**src/rtl/cpu15_pkg.sv**
```systemverilog
// ---------------------------------------------------------------------------
// cpu15_pkg
// Shared definitions for the 15-bit CPU front end:
//   - opcode encodings (IR[14:11])
//   - instruction field bit positions
//   - fetch/decode state encoding
//   - is_ctrl(): opcodes resolved inside fetch/decode (never issued)
// No ports (package).
// ---------------------------------------------------------------------------
package cpu15_pkg;

  // Opcodes
  localparam logic [3:0] OP_MOV = 4'h0;
  localparam logic [3:0] OP_ADD = 4'h1;
  localparam logic [3:0] OP_SUB = 4'h2;
  localparam logic [3:0] OP_AND = 4'h3;
  localparam logic [3:0] OP_OR  = 4'h4;
  localparam logic [3:0] OP_SL  = 4'h5;
  localparam logic [3:0] OP_SR  = 4'h6;
  localparam logic [3:0] OP_SRA = 4'h7;
  localparam logic [3:0] OP_LDL = 4'h8;
  localparam logic [3:0] OP_LDH = 4'h9;
  localparam logic [3:0] OP_CMP = 4'hA;
  localparam logic [3:0] OP_JE  = 4'hB;
  localparam logic [3:0] OP_JMP = 4'hC;
  localparam logic [3:0] OP_LD  = 4'hD;
  localparam logic [3:0] OP_ST  = 4'hE;
  localparam logic [3:0] OP_HLT = 4'hF;

  // Field bit positions within the 15-bit instruction word
  localparam int OP_MSB  = 14;
  localparam int OP_LSB  = 11;
  localparam int RA_MSB  = 10;
  localparam int RA_LSB  = 8;
  localparam int RB_MSB  = 7;
  localparam int RB_LSB  = 5;
  localparam int IMM_MSB = 7;
  localparam int IMM_LSB = 0;

  // Fetch/decode sequencer states
  typedef enum logic [1:0] {
    S_ADDR  = 2'd0,
    S_LATCH = 2'd1,
    S_ISSUE = 2'd2,
    S_HALT  = 2'd3
  } fd_state_t;

  // Control-flow opcodes are resolved locally and never handed to execute.
  function automatic logic is_ctrl(input logic [3:0] op);
    return (op == OP_JE) || (op == OP_JMP) || (op == OP_HLT);
  endfunction

endpackage

```
**src/rtl/fetch_decode_if.sv**
```systemverilog
// ---------------------------------------------------------------------------
// fetch_decode_if
// Issue channel between fetch/decode and the execute unit.
//   DEC_VALID  fetch/decode -> execute  decoded instruction valid
//   OP         fetch/decode -> execute  opcode
//   REG_A      fetch/decode -> execute  destination/first register
//   REG_B      fetch/decode -> execute  source register
//   IMM        fetch/decode -> execute  immediate / address
//   EX_READY   execute -> fetch/decode  instruction accepted
//   ZERO_FLAG  execute -> fetch/decode  zero result of last cmp
// Modports: master = fetch/decode side, slave = execute side.
// ---------------------------------------------------------------------------
interface fetch_decode_if;
  logic       DEC_VALID;
  logic [3:0] OP;
  logic [2:0] REG_A;
  logic [2:0] REG_B;
  logic [7:0] IMM;
  logic       EX_READY;
  logic       ZERO_FLAG;

  modport master (
    output DEC_VALID, OP, REG_A, REG_B, IMM,
    input  EX_READY, ZERO_FLAG
  );

  modport slave (
    input  DEC_VALID, OP, REG_A, REG_B, IMM,
    output EX_READY, ZERO_FLAG
  );
endinterface

```
**src/rtl/insn_field_split.sv**
```systemverilog
// ---------------------------------------------------------------------------
// insn_field_split
// Combinational instruction splitter: slices an instruction word into its
// fields and flags the locally-resolved control-flow opcodes. Also used by
// the disassembling trace monitor.
//   i_ir      in   15  instruction word
//   o_op      out  4   opcode
//   o_reg_a   out  3   destination/first register
//   o_reg_b   out  3   source register
//   o_imm     out  8   immediate / address
//   o_is_jmp  out  1   opcode is jmp
//   o_is_je   out  1   opcode is je
//   o_is_hlt  out  1   opcode is hlt
// ---------------------------------------------------------------------------
module insn_field_split
  import cpu15_pkg::*;
(
  input  logic [OP_MSB:0] i_ir,
  output logic [3:0]      o_op,
  output logic [2:0]      o_reg_a,
  output logic [2:0]      o_reg_b,
  output logic [7:0]      o_imm,
  output logic            o_is_jmp,
  output logic            o_is_je,
  output logic            o_is_hlt
);

  assign o_op     = i_ir[OP_MSB:OP_LSB];
  assign o_reg_a  = i_ir[RA_MSB:RA_LSB];
  assign o_reg_b  = i_ir[RB_MSB:RB_LSB];
  // IMM overlaps REG_B; the opcode decides which one execute uses.
  assign o_imm    = i_ir[IMM_MSB:IMM_LSB];
  assign o_is_jmp = (o_op == OP_JMP);
  assign o_is_je  = (o_op == OP_JE);
  assign o_is_hlt = (o_op == OP_HLT);

endmodule

```
**src/rtl/fetch_decode.sv**
```systemverilog
// ---------------------------------------------------------------------------
// fetch_decode
// Instruction fetch/decode front end of the 15-bit CPU. Drives the program
// address into a registered ROM, latches the returned word into the IR,
// resolves jmp/je/hlt locally and issues every other instruction to the
// execute unit over a valid/ready handshake.
//   CLK_FT    in   1       system clock, rising edge
//   RESET_N   in   1       asynchronous active-low reset
//   P_COUNT   out  PC_W    program address to the ROM (registered PC)
//   PROM_OUT  in   INSN_W  ROM data, registered by the ROM on CLK_FT
//   HALTED    out  1       hlt retired; core stopped
//   ex        master       issue channel (DEC_VALID/OP/REG_A/REG_B/IMM,
//                          EX_READY/ZERO_FLAG)
// ---------------------------------------------------------------------------
module fetch_decode
  import cpu15_pkg::*;
#(
  parameter int              PC_W     = 8,
  parameter int              INSN_W   = 15,
  parameter logic [PC_W-1:0] RESET_PC = '0
) (
  input  logic              CLK_FT,
  input  logic              RESET_N,
  output logic [PC_W-1:0]   P_COUNT,
  input  logic [INSN_W-1:0] PROM_OUT,
  output logic              HALTED,
  fetch_decode_if.master    ex
);

  fd_state_t         r_state;
  logic [PC_W-1:0]   r_pc;
  logic [INSN_W-1:0] r_ir;
  logic              r_dec_valid;
  logic              r_halted;

  logic [3:0]        w_op;
  logic [2:0]        w_reg_a;
  logic [2:0]        w_reg_b;
  logic [7:0]        w_imm;
  logic              w_is_jmp;
  logic              w_is_je;
  logic              w_is_hlt;
  logic [PC_W-1:0]   w_target;
  logic [PC_W-1:0]   w_pc_inc;

  insn_field_split u_split (
    .i_ir     (r_ir),
    .o_op     (w_op),
    .o_reg_a  (w_reg_a),
    .o_reg_b  (w_reg_b),
    .o_imm    (w_imm),
    .o_is_jmp (w_is_jmp),
    .o_is_je  (w_is_je),
    .o_is_hlt (w_is_hlt)
  );

  // Branch target is IMM resized to the PC width; increment wraps naturally.
  assign w_target = PC_W'(w_imm);
  assign w_pc_inc = r_pc + PC_W'(1);

  always_ff @(posedge CLK_FT or negedge RESET_N) begin
    if (!RESET_N) begin
      r_state     <= S_ADDR;
      r_pc        <= RESET_PC;
      r_ir        <= '0;
      r_dec_valid <= 1'b0;
      r_halted    <= 1'b0;
    end else begin
      case (r_state)
        // ROM samples P_COUNT on this edge.
        S_ADDR: r_state <= S_LATCH;

        // DEC_VALID is decided from the incoming word so it is registered
        // in the same edge that loads the IR.
        S_LATCH: begin
          r_ir        <= PROM_OUT;
          r_dec_valid <= !is_ctrl(PROM_OUT[OP_MSB:OP_LSB]);
          r_state     <= S_ISSUE;
        end

        S_ISSUE: begin
          if (w_is_jmp) begin
            r_pc    <= w_target;
            r_state <= S_ADDR;
          end else if (w_is_je) begin
            r_pc    <= ex.ZERO_FLAG ? w_target : w_pc_inc;
            r_state <= S_ADDR;
          end else if (w_is_hlt) begin
            r_halted <= 1'b1;
            r_state  <= S_HALT;
          end else if (ex.EX_READY) begin
            r_pc        <= w_pc_inc;
            r_dec_valid <= 1'b0;
            r_state     <= S_ADDR;
          end
        end

        // Terminal until reset.
        S_HALT: r_state <= S_HALT;
      endcase
    end
  end

  assign P_COUNT      = r_pc;
  assign HALTED       = r_halted;
  assign ex.DEC_VALID = r_dec_valid;
  assign ex.OP        = w_op;
  assign ex.REG_A     = w_reg_a;
  assign ex.REG_B     = w_reg_b;
  assign ex.IMM       = w_imm;

endmodule

```
**src/flat_wrapper.sv**
```systemverilog
// flat-port wrapper written by rule: the top's interface ports become plain ports
module fetch_decode_flat import cpu15_pkg::*;
#(
  parameter int              PC_W     = 8,
  parameter int              INSN_W   = 15,
  parameter logic [PC_W-1:0] RESET_PC = '0
)
  (CLK_FT, RESET_N, P_COUNT, PROM_OUT, HALTED, ex_DEC_VALID, ex_OP, ex_REG_A, ex_REG_B, ex_IMM, ex_EX_READY, ex_ZERO_FLAG);
  fetch_decode_if ex_i ();
  input  logic CLK_FT;
  input  logic RESET_N;
  output logic [PC_W-1:0] P_COUNT;
  input  logic [INSN_W-1:0] PROM_OUT;
  output logic HALTED;
  output wire logic [$bits(ex_i.DEC_VALID)-1:0] ex_DEC_VALID;
  output wire logic [$bits(ex_i.OP)-1:0] ex_OP;
  output wire logic [$bits(ex_i.REG_A)-1:0] ex_REG_A;
  output wire logic [$bits(ex_i.REG_B)-1:0] ex_REG_B;
  output wire logic [$bits(ex_i.IMM)-1:0] ex_IMM;
  input wire logic [$bits(ex_i.EX_READY)-1:0] ex_EX_READY;
  input wire logic [$bits(ex_i.ZERO_FLAG)-1:0] ex_ZERO_FLAG;
  assign ex_DEC_VALID = ex_i.DEC_VALID;
  assign ex_OP = ex_i.OP;
  assign ex_REG_A = ex_i.REG_A;
  assign ex_REG_B = ex_i.REG_B;
  assign ex_IMM = ex_i.IMM;
  assign ex_i.EX_READY = ex_EX_READY;
  assign ex_i.ZERO_FLAG = ex_ZERO_FLAG;
  fetch_decode #(.PC_W(PC_W), .INSN_W(INSN_W), .RESET_PC(RESET_PC)) u_core (.CLK_FT(CLK_FT), .RESET_N(RESET_N), .P_COUNT(P_COUNT), .PROM_OUT(PROM_OUT), .HALTED(HALTED), .ex(ex_i));
endmodule
```
**config.mk**
```make
export PLATFORM = sky130hd
export DESIGN_NAME = fetch_decode_flat
export DESIGN_NICKNAME = d
export VERILOG_FILES = /design/src/rtl/cpu15_pkg.sv /design/src/rtl/fetch_decode_if.sv /design/src/rtl/insn_field_split.sv /design/src/rtl/fetch_decode.sv /design/src/flat_wrapper.sv
export SDC_FILE = /design/constraint.sdc
export NUM_CORES = 1
export LEC_CHECK = 0
export CELL_PAD_IN_SITES_DETAIL_PLACEMENT = 1
export CELL_PAD_IN_SITES_GLOBAL_PLACEMENT = 1
export CORE_ASPECT_RATIO = 0.75
export CORE_MARGIN = 2
export CORE_UTILIZATION = 37
export CTS_CLUSTER_SIZE = 20
export DETAILED_ROUTE_END_ITERATION = 10
export GPL_ROUTABILITY_DRIVEN = 0
export PLACE_DENSITY = 0.9
export SETUP_SLACK_MARGIN = 0.4
export SYNTH_ARGS = -nofsm -noshare
export SYNTH_HDL_FRONTEND = slang
export SYNTH_SLANG_ARGS = --single-unit
```
**constraint.sdc**
```tcl
create_clock -name CLK_FT -period 2.9 [get_ports CLK_FT]
set_input_delay 0.435 -clock CLK_FT [delete_from_list [all_inputs] [get_ports CLK_FT]]
set_output_delay 0.435 -clock CLK_FT [all_outputs]
set_load 0.05 [all_outputs]
```
After elaboration in Yosys (flattened, before gate mapping):

Cells that the tools add are included.

* register bits after elaboration: 27
* latch bits: 0
* bits in writable memories: 0
* bits in read-only memories: 0
* output and inout port bits: 28
* logic and storage cells: 47
* memories: 0

* add/sub/neg operators: 1
* $mul: 0
* divide/modulo/power cells: 0
* magnitude comparators: 0
* eq/ne operators: 15
* shift-type cells: 0
* mux-type cells: 15
* bitwise operators: 2
* reduce and logical (&&, ||, !) cells: 9

Operator list (count)
* 8-bit 2-to-1 mux: 5
* 4-bit == test, second input constant: 6
* 8-bit by 1-bit adder with 8-bit output, second input constant: 1
* 2-bit 2-to-1 mux: 4
* 2-bit != test, second input constant: 4
* 2-bit case mux with 4 select lines: 1
* 5-bit != test, second input constant: 1
* 5-bit AND reduction: 1
* 2-bit == test, second input constant: 2
* 1-bit 2-to-1 mux: 4
* 4-bit AND reduction: 1
* 3-bit != test, second input constant: 1
* 3-bit AND reduction: 1
* 3-bit nonzero test: 1
* 2-bit by 1-bit == test with 1-bit output, second input constant: 1
* 2-bit zero test: 1
* 1-bit logical OR: 2
* 1-bit inverter: 2
* 1-bit case mux with 2 select lines: 1
* 2-bit nonzero test: 1
* 1-bit zero test: 1

Longest topological paths before layout:

* word-level depth: 5
* depth in mapped cells: 6
* mapped depth without buffers: 5

By module:

From an unflattened synthesis, not the netlist that was laid out.

* cells, all modules: 127
* area total of the unflattened synthesis: 1376.3 um2

Modules (own cells, without submodules)
* fetch_decode: instances 1, cells an instance 106, area an instance 1208.7 um2, seq. area each 675.6 um2
* insn_field_split: instances 1, cells an instance 21, area an instance 167.7 um2, seq. area each 0.0 um2

Least setup slack after synthesis:

No wires, ideal clock.

* path type: register to register
* from: reg u_core.r_ir[13]
* to: reg u_core.r_pc[5] (netlist: u_core.P_COUNT[5])
* library setup time: 121 ps
* arrival time: 1811 ps
* required time: 2779 ps
* path slack: 968 ps
* stages on the path, launching flop included: 5
* buffers on the path: 0
* period minus slack after synthesis: 1932 ps
* cells stage by stage: dfrtp_1 or3b_4 a21oi_4 mux2_2 a22o_1

* longest elaborated chain between the ends: 3
* elaborated cells on any way between the ends: 8

Ends and longest elaborated chain
* from (decl): line fetch_decode.sv:32 `logic [INSN_W-1:0] r_ir;`
* from (signal assigned): line fetch_decode.sv:65 `r_ir <= '0;`
* from (signal assigned): line fetch_decode.sv:76 `r_ir <= PROM_OUT;`
* 4-bit == test (on tied branches): line insn_field_split.sv:33, insn_field_split.sv:34, insn_field_split.sv:35
* 3-bit != test (no source line), or another cell as far along
* 3-bit AND reduction (no source line) or 8-bit 2-to-1 mux (tied branches)
* to (signal assigned): line fetch_decode.sv:83 `r_pc <= w_target;`
* to (signal assigned): line fetch_decode.sv:86 `r_pc <= ex.ZERO_FLAG ? w_target : w_pc_inc;`
* to (signal assigned): line fetch_decode.sv:92 `r_pc <= w_pc_inc;`
* to (decl): line fetch_decode.sv:31 `logic [PC_W-1:0] r_pc;`

Several ways; a longest one is shown, not always the timed one.
A chain may end at the register's enable or synchronous reset.

Worst setup path in the final report:

* from: reg u_core.r_ir[12]
* to: out ex_OP[1]

RTL lines
* to (decl): line flat_wrapper.sv:16 `output wire logic [$bits(ex_i.OP)-1:0] ex_OP;`

No word-level cell between the ends.

==> results.yml <==
worst_setup_path:
  path_cells: "clkdlybuf4s50_1"
  criticalPathCategory: "reg -> out"
  worstPathRequired_ps: 2470
  crit_cells: 1
  critPathArrivalTime_ps: 1640
  crit_buf_inv: 1
  start_kind: "flop"
  rrSetupSlack_ps: 890
  slowest_delay_ps: 860
  cp_top_family: "buffers and inverters"
  critPathSlowestCell: "clkdlybuf4s50_1"
  reg2regPathDepth: 4
  cp-end-kind: "output pin"
  crit_path_max_fanout: 9
global_routing:
  grt-ovfl-total: 0
  grt_pass1_vias: 1181
  grt_max_degree: 28
  track_usage_pct: 17.2
  antenna_found_initial: 0
  grt_pass1_wl_um: 5520
cts:
  cts_hold_buf: 0
  clockRootBuffer: "clkbuf_8"
  postCtsSetupBuffers: 0
  clock-sinks: 27
  clk_path_buf_depth: 2
  ctsResizeCount: 0
  worstSkewPairLatency_ps: 270
  htreeDepth: 1
  clkTransAtPathRegs_ps: 100
  tritoncts: "done"
  numCtsBuffers: 3
logic_synthesis:
  synthesis.area_mm2: 0.00135
  synthCells: 116
  syn_avg_cell_area_um2: 11.6
  yosysUniqueCellTypes: 34
  synth_edf_count: 0
  synthArstFlopShare_pct: 100
  ys_seq_elements: 27
  synth_nets: 136
  yosysSeqAreaShare_pct: 50.0
  synthFlopType: "dfrtp_1"
  yosys_warnings: 0
sta:
  final-setup-viol-count: 0
  finalHoldViolations: 0
  drv_slew: 0
  fin_worst_skew_ps: 6.80
  max_clock_freq_mhz: 482
  finalCriticalPeriod_ps: 2080
  fin_setup_tns_ps: 0
  maxSlewHeadroom_pct: 65.5
  tightestPinTransition_ps: 517
  period_share_pct: 71.6
  rsz0062_at_grt: "no"
min_path:
  hold_class: "reg -> reg"
  whs_path_depth: 1
detailed_routing:
  routed_wl_um: 3300
  first_pass_iters: 4
  via_per_inst: 5.12
  drcViolationCount: 0
  drt_iter0_markers: 36
  vias: 1081
  ant_nets: 0
  wire_per_inst_um: 15.6
die:
  start_util_pct: 39.7
  num_rows: 18
  dieArea_mm2: 0.00416
  io_pins: 47
  die_h_um: 56.3
  fp.dieW_um: 73.8
  coreArea_mm2: 0.00340
final_layout:
  layout_commonest_cell: "clkdlybuf4s50_1"
  multi_input_area_um2: 602
  nNetsFinal: 182
  most-common-layout-cells: "46 x clkdlybuf4s50_1, 27 x dfrtp_1, 16 x mux2_2, 8 x o21ai_0"
  syn_to_final_growth_pct: 39.2
  n_antenna_cell: 0
  drive_gt1_share_pct: 14.9
  regArea_um2: 676
  fillers: 371
place:
  hpwl_um: 2520
  port_buffers: 46
job:
  max_cap_violations: 0
outcome:
  status: "finished clean"
[cells in the mapped netlist (2+ instances only)]
library cell | count | area [um2]
dfrtp_1 | 27 | 676
buf_2 | 2 | 10.0
and3_1 | 3 | 18.8
a22o_1 | 2 | 17.5
mux2_2 | 16 | 180
nor2_1 | 3 | 11.3
a22oi_1 | 4 | 30.0
nor3_1 | 2 | 10.0
a21oi_1 | 5 | 25.0
nand2_1 | 4 | 15.0
buf_4 | 3 | 22.5
nor2b_1 | 3 | 18.8
inv_1 | 5 | 18.8
buf_6 | 2 | 22.5
mux2i_1 | 5 | 50.1
nor4_1 | 2 | 12.5
nand4_1 | 3 | 18.8
o21ai_0 | 8 | 40.0
nand2b_1 | 2 | 12.5
[state kept, by name, indices dropped and copies added (netlist names)]
register / flops
u_core.ex.DEC_VALID: 1
u_core.r_state: 2
u_core.r_ir: 15
u_core.P_COUNT: 8
u_core.HALTED: 1
[per-stage QoR]
stage	hold slack [ps]	utilization (%)	std cells	area [um2]	setup slack, ps
after floorplan	139	-	116	1350	968
after global placement	469	53.9	207	1830	737
after detailed placement	467	53.9	207	1830	646
after CTS	493	55.3	211	1880	819
after global routing	504	55.3	211	1880	730
final	482	55.3	211	1880	825
[layout make-up]
| class | count | area share (%) |
|---|---|---|
| Clock buffer | 3 | 2.20 |
| Tap cell | 50 | 3.33 |
| Clock inverter | 1 | 0.266 |
| Inverter | 5 | 0.998 |
| Timing Repair Buffer | 48 | 25.3 |
| Sequential cell | 27 | 35.9 |
| Multi-Input combinational cell | 77 | 32.0 |
[path summary, 6_finish.rpt]
kind                                  endpoint       startpoint
setup reg to reg             u_core.P_COUNT[7]  u_core.r_ir[12]
max in group asynchronous  u_core.ex.DEC_VALID          RESET_N
hold reg to reg                  u_core.HALTED    u_core.HALTED
hold / removal                   u_core.HALTED    u_core.HALTED
min in group asynchronous    u_core.P_COUNT[6]          RESET_N
setup / recovery                      ex_OP[1]  u_core.r_ir[12]
[cell families after synthesis]
logic type | count (synthesis) | synth area share [%]
AOI/OAI and AO/OA | 26 | 13.2
and+or+nand+nor | 29 | 13.3
buffers and inverters | 12 | 5.46
adders and majority gates | 1 | 0.926
DFF | 27 | 50.0
muxes | 21 | 17.0
[per-layer routing]
layer	wire [um]	vias up	part of all wire, %	track usage, %
met5	0	-	0	0
met4	0	0	0	1.56
met3	200	0	6.1	5.21
met2	1560	37	47	28.8
met1	1540	531	47	22.6
li1	-	513	-	-
Power is left out: the tool's default activity adds up to more than one toggle a clock period on the data nets, which glitch-free logic cannot reach.
